[config.mk]
export PLATFORM = sky130hd
export DESIGN_NAME = pwm_cmp
export DESIGN_NICKNAME = d
export VERILOG_FILES = /design/src/rtl/cntr_pkg.sv /design/src/rtl/cnt_wrap_detect.sv /design/src/rtl/pwm_cmp.sv
export SDC_FILE = /design/constraint.sdc
export NUM_CORES = 1
export LEC_CHECK = 0
export CAP_MARGIN = 5
export CORE_ASPECT_RATIO = 1.4
export CORE_MARGIN = 2
export CORE_UTILIZATION = 48
export CTS_CLUSTER_SIZE = 30
export DETAILED_ROUTE_END_ITERATION = 12
export HOLD_SLACK_MARGIN = 0.03
export PLACE_DENSITY = 0.78
export RECOVER_POWER = 100
export SETUP_SLACK_MARGIN = 0.05
export SLEW_MARGIN = 15
export SYNTH_ARGS = -nofsm -noshare
export SYNTH_HDL_FRONTEND = slang
export SYNTH_SLANG_ARGS = --single-unit
[constraint.sdc]
create_clock -name CLK -period 3.15 [get_ports CLK]
set_input_delay 0.63 -clock CLK [delete_from_list [all_inputs] [get_ports CLK]]
set_output_delay 0.63 -clock CLK [all_outputs]
set_load 0.005 [all_outputs]
[src/rtl/cntr_pkg.sv]
// cntr_pkg: shared state encodings and width helper for counter consumers.
package cntr_pkg;
  localparam logic [1:0] ST_IDLE = 2'd0;
  localparam logic [1:0] ST_ARM  = 2'd1;
  localparam logic [1:0] ST_RUN  = 2'd2;
  typedef enum logic [1:0] {IDLE = ST_IDLE, ARM = ST_ARM, RUN = ST_RUN} state_t;
  function automatic int dw(input int cw);
    return cw + 1;
  endfunction
endpackage

[src/rtl/cnt_wrap_detect.sv]
// cnt_wrap_detect: flags the cycle where a modulo counter wraps, for either count direction.
module cnt_wrap_detect #(
  parameter int CNT_WIDTH = 4,
  parameter bit REVERSE   = 1'b0
) (
  input  logic                 clk,
  input  logic                 rst,
  input  logic [CNT_WIDTH-1:0] i_cnt,
  output logic                 o_wrap
);
  logic [CNT_WIDTH-1:0] r_prev;
  always_ff @(posedge clk or posedge rst)
    if (rst) r_prev <= '0;
    else     r_prev <= i_cnt;
  assign o_wrap = REVERSE ? (i_cnt > r_prev) : (i_cnt < r_prev);
endmodule

[src/rtl/pwm_cmp.sv]
// pwm_cmp: registered PWM compare against a modulo counter, with a
// double-buffered duty value that only takes effect on period wrap.
module pwm_cmp
  import cntr_pkg::*;
#(
  parameter int CNT_MODULE = 16,
  parameter int CNT_WIDTH  = $clog2(CNT_MODULE),
  parameter bit REVERSE    = 1'b0,
  parameter bit POLARITY   = 1'b1
) (
  input  logic                 CLK,
  input  logic                 RST,
  input  logic [CNT_WIDTH-1:0] cnt,
  input  logic                 en,
  input  logic [CNT_WIDTH:0]   duty_data,
  input  logic                 duty_valid,
  output logic                 duty_ready,
  output logic                 pwm,
  output logic                 period_start,
  output logic                 duty_err
);
  localparam int DW = dw(CNT_WIDTH);
  localparam logic [DW-1:0] MAXD = DW'(CNT_MODULE);
  state_t          r_state;
  logic [DW-1:0]   r_active, r_pend, w_duty;
  logic            r_pend_vld, r_pwm, r_start, r_err;
  logic            w_wrap, w_xfer, w_clamp, w_load, w_run, w_hit;
  cnt_wrap_detect #(.CNT_WIDTH(CNT_WIDTH), .REVERSE(REVERSE)) u_wrap (
    .clk(CLK), .rst(RST), .i_cnt(cnt), .o_wrap(w_wrap)
  );
  assign w_xfer  = duty_valid & ~r_pend_vld;
  assign w_clamp = duty_data > MAXD;
  // IDLE adopts a pending value at once; ARM/RUN only on a wrap while enabled.
  assign w_load  = r_pend_vld & ((r_state == IDLE) | (en & w_wrap));
  assign w_duty  = w_load ? r_pend : r_active;
  assign w_run   = en & ((r_state == RUN) | ((r_state == ARM) & w_wrap));
  assign w_hit   = REVERSE ? ({1'b0, cnt} >= MAXD - w_duty) : ({1'b0, cnt} < w_duty);
  always_ff @(posedge CLK or posedge RST)
    if (RST) begin
      r_state    <= IDLE;
      r_active   <= '0;
      r_pend     <= '0;
      r_pend_vld <= 1'b0;
      r_pwm      <= !POLARITY;
      r_start    <= 1'b0;
      r_err      <= 1'b0;
    end else begin
      r_state    <= !en ? IDLE : (r_state == IDLE) ? ARM : w_wrap ? RUN : r_state;
      r_pwm      <= (w_run & w_hit) ? POLARITY : !POLARITY;
      r_start    <= en & w_wrap & (r_state != IDLE);
      r_err      <= w_xfer & w_clamp;
      r_pend_vld <= w_xfer | (r_pend_vld & ~w_load);
      if (w_load) r_active <= r_pend;
      if (w_xfer) r_pend <= w_clamp ? MAXD : duty_data;
    end
  assign duty_ready   = ~r_pend_vld;
  assign pwm          = r_pwm;
  assign period_start = r_start;
  assign duty_err     = r_err;
endmodule
==> run summary <==
via count -> 738
area delta synth->final -> 29.27%
I/O Pins -> 17
Slew @ Worst Pin -> 0.7489 ns
Routed WL -> 1861 microns
sequential area share after synthesis -> 52.98%
Worst-path clk slew -> 0.10 ns
leading area contributor after synthesis -> dfrtp_1
Final Max Tran Viols -> 0
Clock Sinks -> 20
M3 GR Usage -> 2.572%
initial antenna violation count -> 0
dpl hpwl -> 1506 microns
Fin. Hold Viols -> 0
met1 usage -> 17.62%
core area -> 0.001902 sq mm
CTS tree -> done
CP startpoint kind -> input pin
diode count -> 0
maximum clock rate -> 0.3382 GHz
slowest CP cell -> dlygate4sd3_1
PD cells -> 639.8 mW/mm^2
delay-heaviest family, CP -> compound AO/OA/AOI/OAI gates
H-Tree Depth -> 1
CP max FO -> 4
drt pass-1 iters -> 4
# DRC -> 0
RSZ-0062 raised after global routing -> false
Overall Power -> 0.0007813 W
Static Leak -> 0.6127 nW
Syn Inst Count -> 89
Yosys Warn Count -> 0
share of the synthesized area in the top cell type -> 52.98%
Setup-failing EPs final -> 0
Worst path max stage delay -> 0.58 ns
global-route wire length before repair -> 3194 microns
critical path cell sequence -> dlygate4sd3_1 > ha_1 > o211ai_2 > o21ai_1 > o21ai_2 > mux2i_1 > ha_1 > a21o_1 > a21oi_1 > a222oi_1 > a21oi_1
synthesized area per cell -> 10.61 sq um
die area -> 0.002344 sq mm
WL/cell -> 13.39 microns
Die W -> 41.50 microns
dpl ws -> -0.07352 ns
total gr overflow -> 0
Unique masters post-synth -> 28
RePlAce Congestion -> 0.7781
GRT Util Overall -> 17.82%
fin area -> 0.001221 sq mm
commonest cells after routing, fill and taps aside -> dfrtp_1, inv_1, nand2_1
Worst EP arrival -> 3.18 ns
met2 Track Usage GR -> 34.82%
mapped cell area -> 944.7 sq um
Worst slew margin -> 50.02%
CP required -> 3.37 ns
status -> finished, final reports clean
root buffer cell -> clkbuf_4
Via density -> 5.309
flop and latch count out of synthesis -> 20
Std-Cell Rows -> 19
clock tree buffer depth -> 2
Synthesized Nets -> 108
buffers and inverters on the worst path -> 1
Vert. Die Dim -> 56.49 microns
max_cap viols -> 0
most common cell after layout, fill and taps aside -> dfrtp_1
Final WS setup -> 0.1934 ns
Final nets -> 139
Tcrit/Tclk final -> 93.86%
GRT Max-Usage Layer -> met2
clock latency on the worst-skew pair -> 0.29 ns
critical path class -> input pin to register
vias in the first global route -> 775
port bufs -> 16
Iteration-0 DRC Markers -> 23
DRT antenna net count -> 0
Layout fillers -> 179
placed instance area -> 0.001199 sq mm
share of cells above drive strength 1 -> 16.10%
Hold WC Path Type -> register to register
Final min period -> 2.957 ns
Clock Skews -> 0.001328 ns
CP endpoint kind -> register
Starting Density -> 49.67%
CTS Buf Count -> 3
Max VDD drop -> 0.3707 mV
cts hold-fix bufs -> 0
largest net degree at the start of global routing -> 21
Area contributors post-synth -> dfrtp_1, ha_1, nand2_1
==> worst min-delay path, cell delays in order, from the launching register on <==
cell and delay (ns):
dfrtp_1 0.36, nand2_1 0.05, o21ai_0 0.07
==> cell families after synthesis <==
logic type | synth area share (%)
AOI/OAI and AO/OA | 14.83
adders and majority gates | 7.947
buffers and inverters | 3.973
DFF | 52.98
muxes | 3.179
and+or+nand+nor | 17.09
==> power breakdown <==
| group | total, W | switching (W) | leakage (nW) | internal [W] |
|---|---|---|---|---|
| Combinational | 0.000302 | 0.000140 | 0.345 | 0.000162 |
| Clock | 0.000117 | 0.0000726 | 0.0138 | 0.0000444 |
| Sequential | 0.000362 | 0.0000393 | 0.254 | 0.000323 |
| Total | 0.000781 | 0.000252 | 0.613 | 0.000529 |
==> state kept, by name, summed over array words and instances (netlist names) <==
register       flops
r_state            2
u_wrap.r_prev      4
duty_err           1
r_pend_vld         1
pwm                1
r_pend             5
period_start       1
r_active           5
==> synthesized netlist by cell type <==
library cell	number
a222oi_1	1
o21ai_0	6
nand2_1	10
a21boi_0	1
o21ai_1	1
o32ai_1	1
a21oi_1	3
inv_1	9
nor3b_2	1
nor2_1	5
or2_2	2
inv_2	1
nand4_1	1
o21ai_2	1
a22o_2	1
ha_1	6
and2_4	1
o211ai_1	2
o211a_1	1
nand3_1	2
nor4_1	1
a21o_1	1
o211ai_2	1
and3_1	1
mux2i_1	3
nand2b_1	5
or3_4	1
dfrtp_1	20
==> routing by layer <==
metal	up-vias	part of all wire [%]
met4	0	0.97
met1	353	38
met3	2	3.5
met2	17	57
met5	-	0
li1	366	-
==> metrics by stage <==
| step | instances | setup TNS, ns | util (%) | hold slack (ns) |
|---|---|---|---|---|
| 2_1_floorplan | 89 | 0 | - | 0.4496 |
| 3_3_place_gp | 135 | 0 | 63.03 | 0.4760 |
| 3_5_place_dp | 135 | -0.07352 | 63.03 | 0.4841 |
| 4_1_cts | 138 | 0 | 64.21 | 0.5101 |
| 5_1_grt | 139 | 0 | 64.21 | 0.5257 |
| 6_report | 139 | 0 | 64.21 | 0.5041 |
==> area by class of cell <==
class / instances / area [sq um] / area share (%)
Clock buffer: 3 / 22.52 / 1.844
Inverter: 10 / 37.54 / 3.074
Multi-Input combinational cell: 59 / 406.6 / 33.30
Sequential cell: 20 / 500.5 / 40.98
Tap cell: 21 / 26.28 / 2.152
Timing Repair Buffer: 26 / 227.7 / 18.65
==> worst paths after layout <==
kind	from	to	slack (ns)	cells after the start
worst max-delay path	cnt[2]	pwm	0.19	11
worst min-delay path	r_pend[3]	r_pend[3]	0.50	2
worst max register to register	u_wrap.r_prev[3]	pwm	0.66	11
worst min register to register	r_pend[3]	r_pend[3]	0.50	2
max in group asynchronous	RST	r_state[0]	1.79	2
min in group asynchronous	RST	u_wrap.r_prev[3]	0.90	2
==> what timing repair did <==
action | in CTS | in global routing
endpoints found under the hold margin | 0 | 0
setup endpoints to repair | 0 | 1
buffers inserted | 0 | 1
resized for setup | 0 | 0
Note: power is estimated with default switching activity, not from simulation.
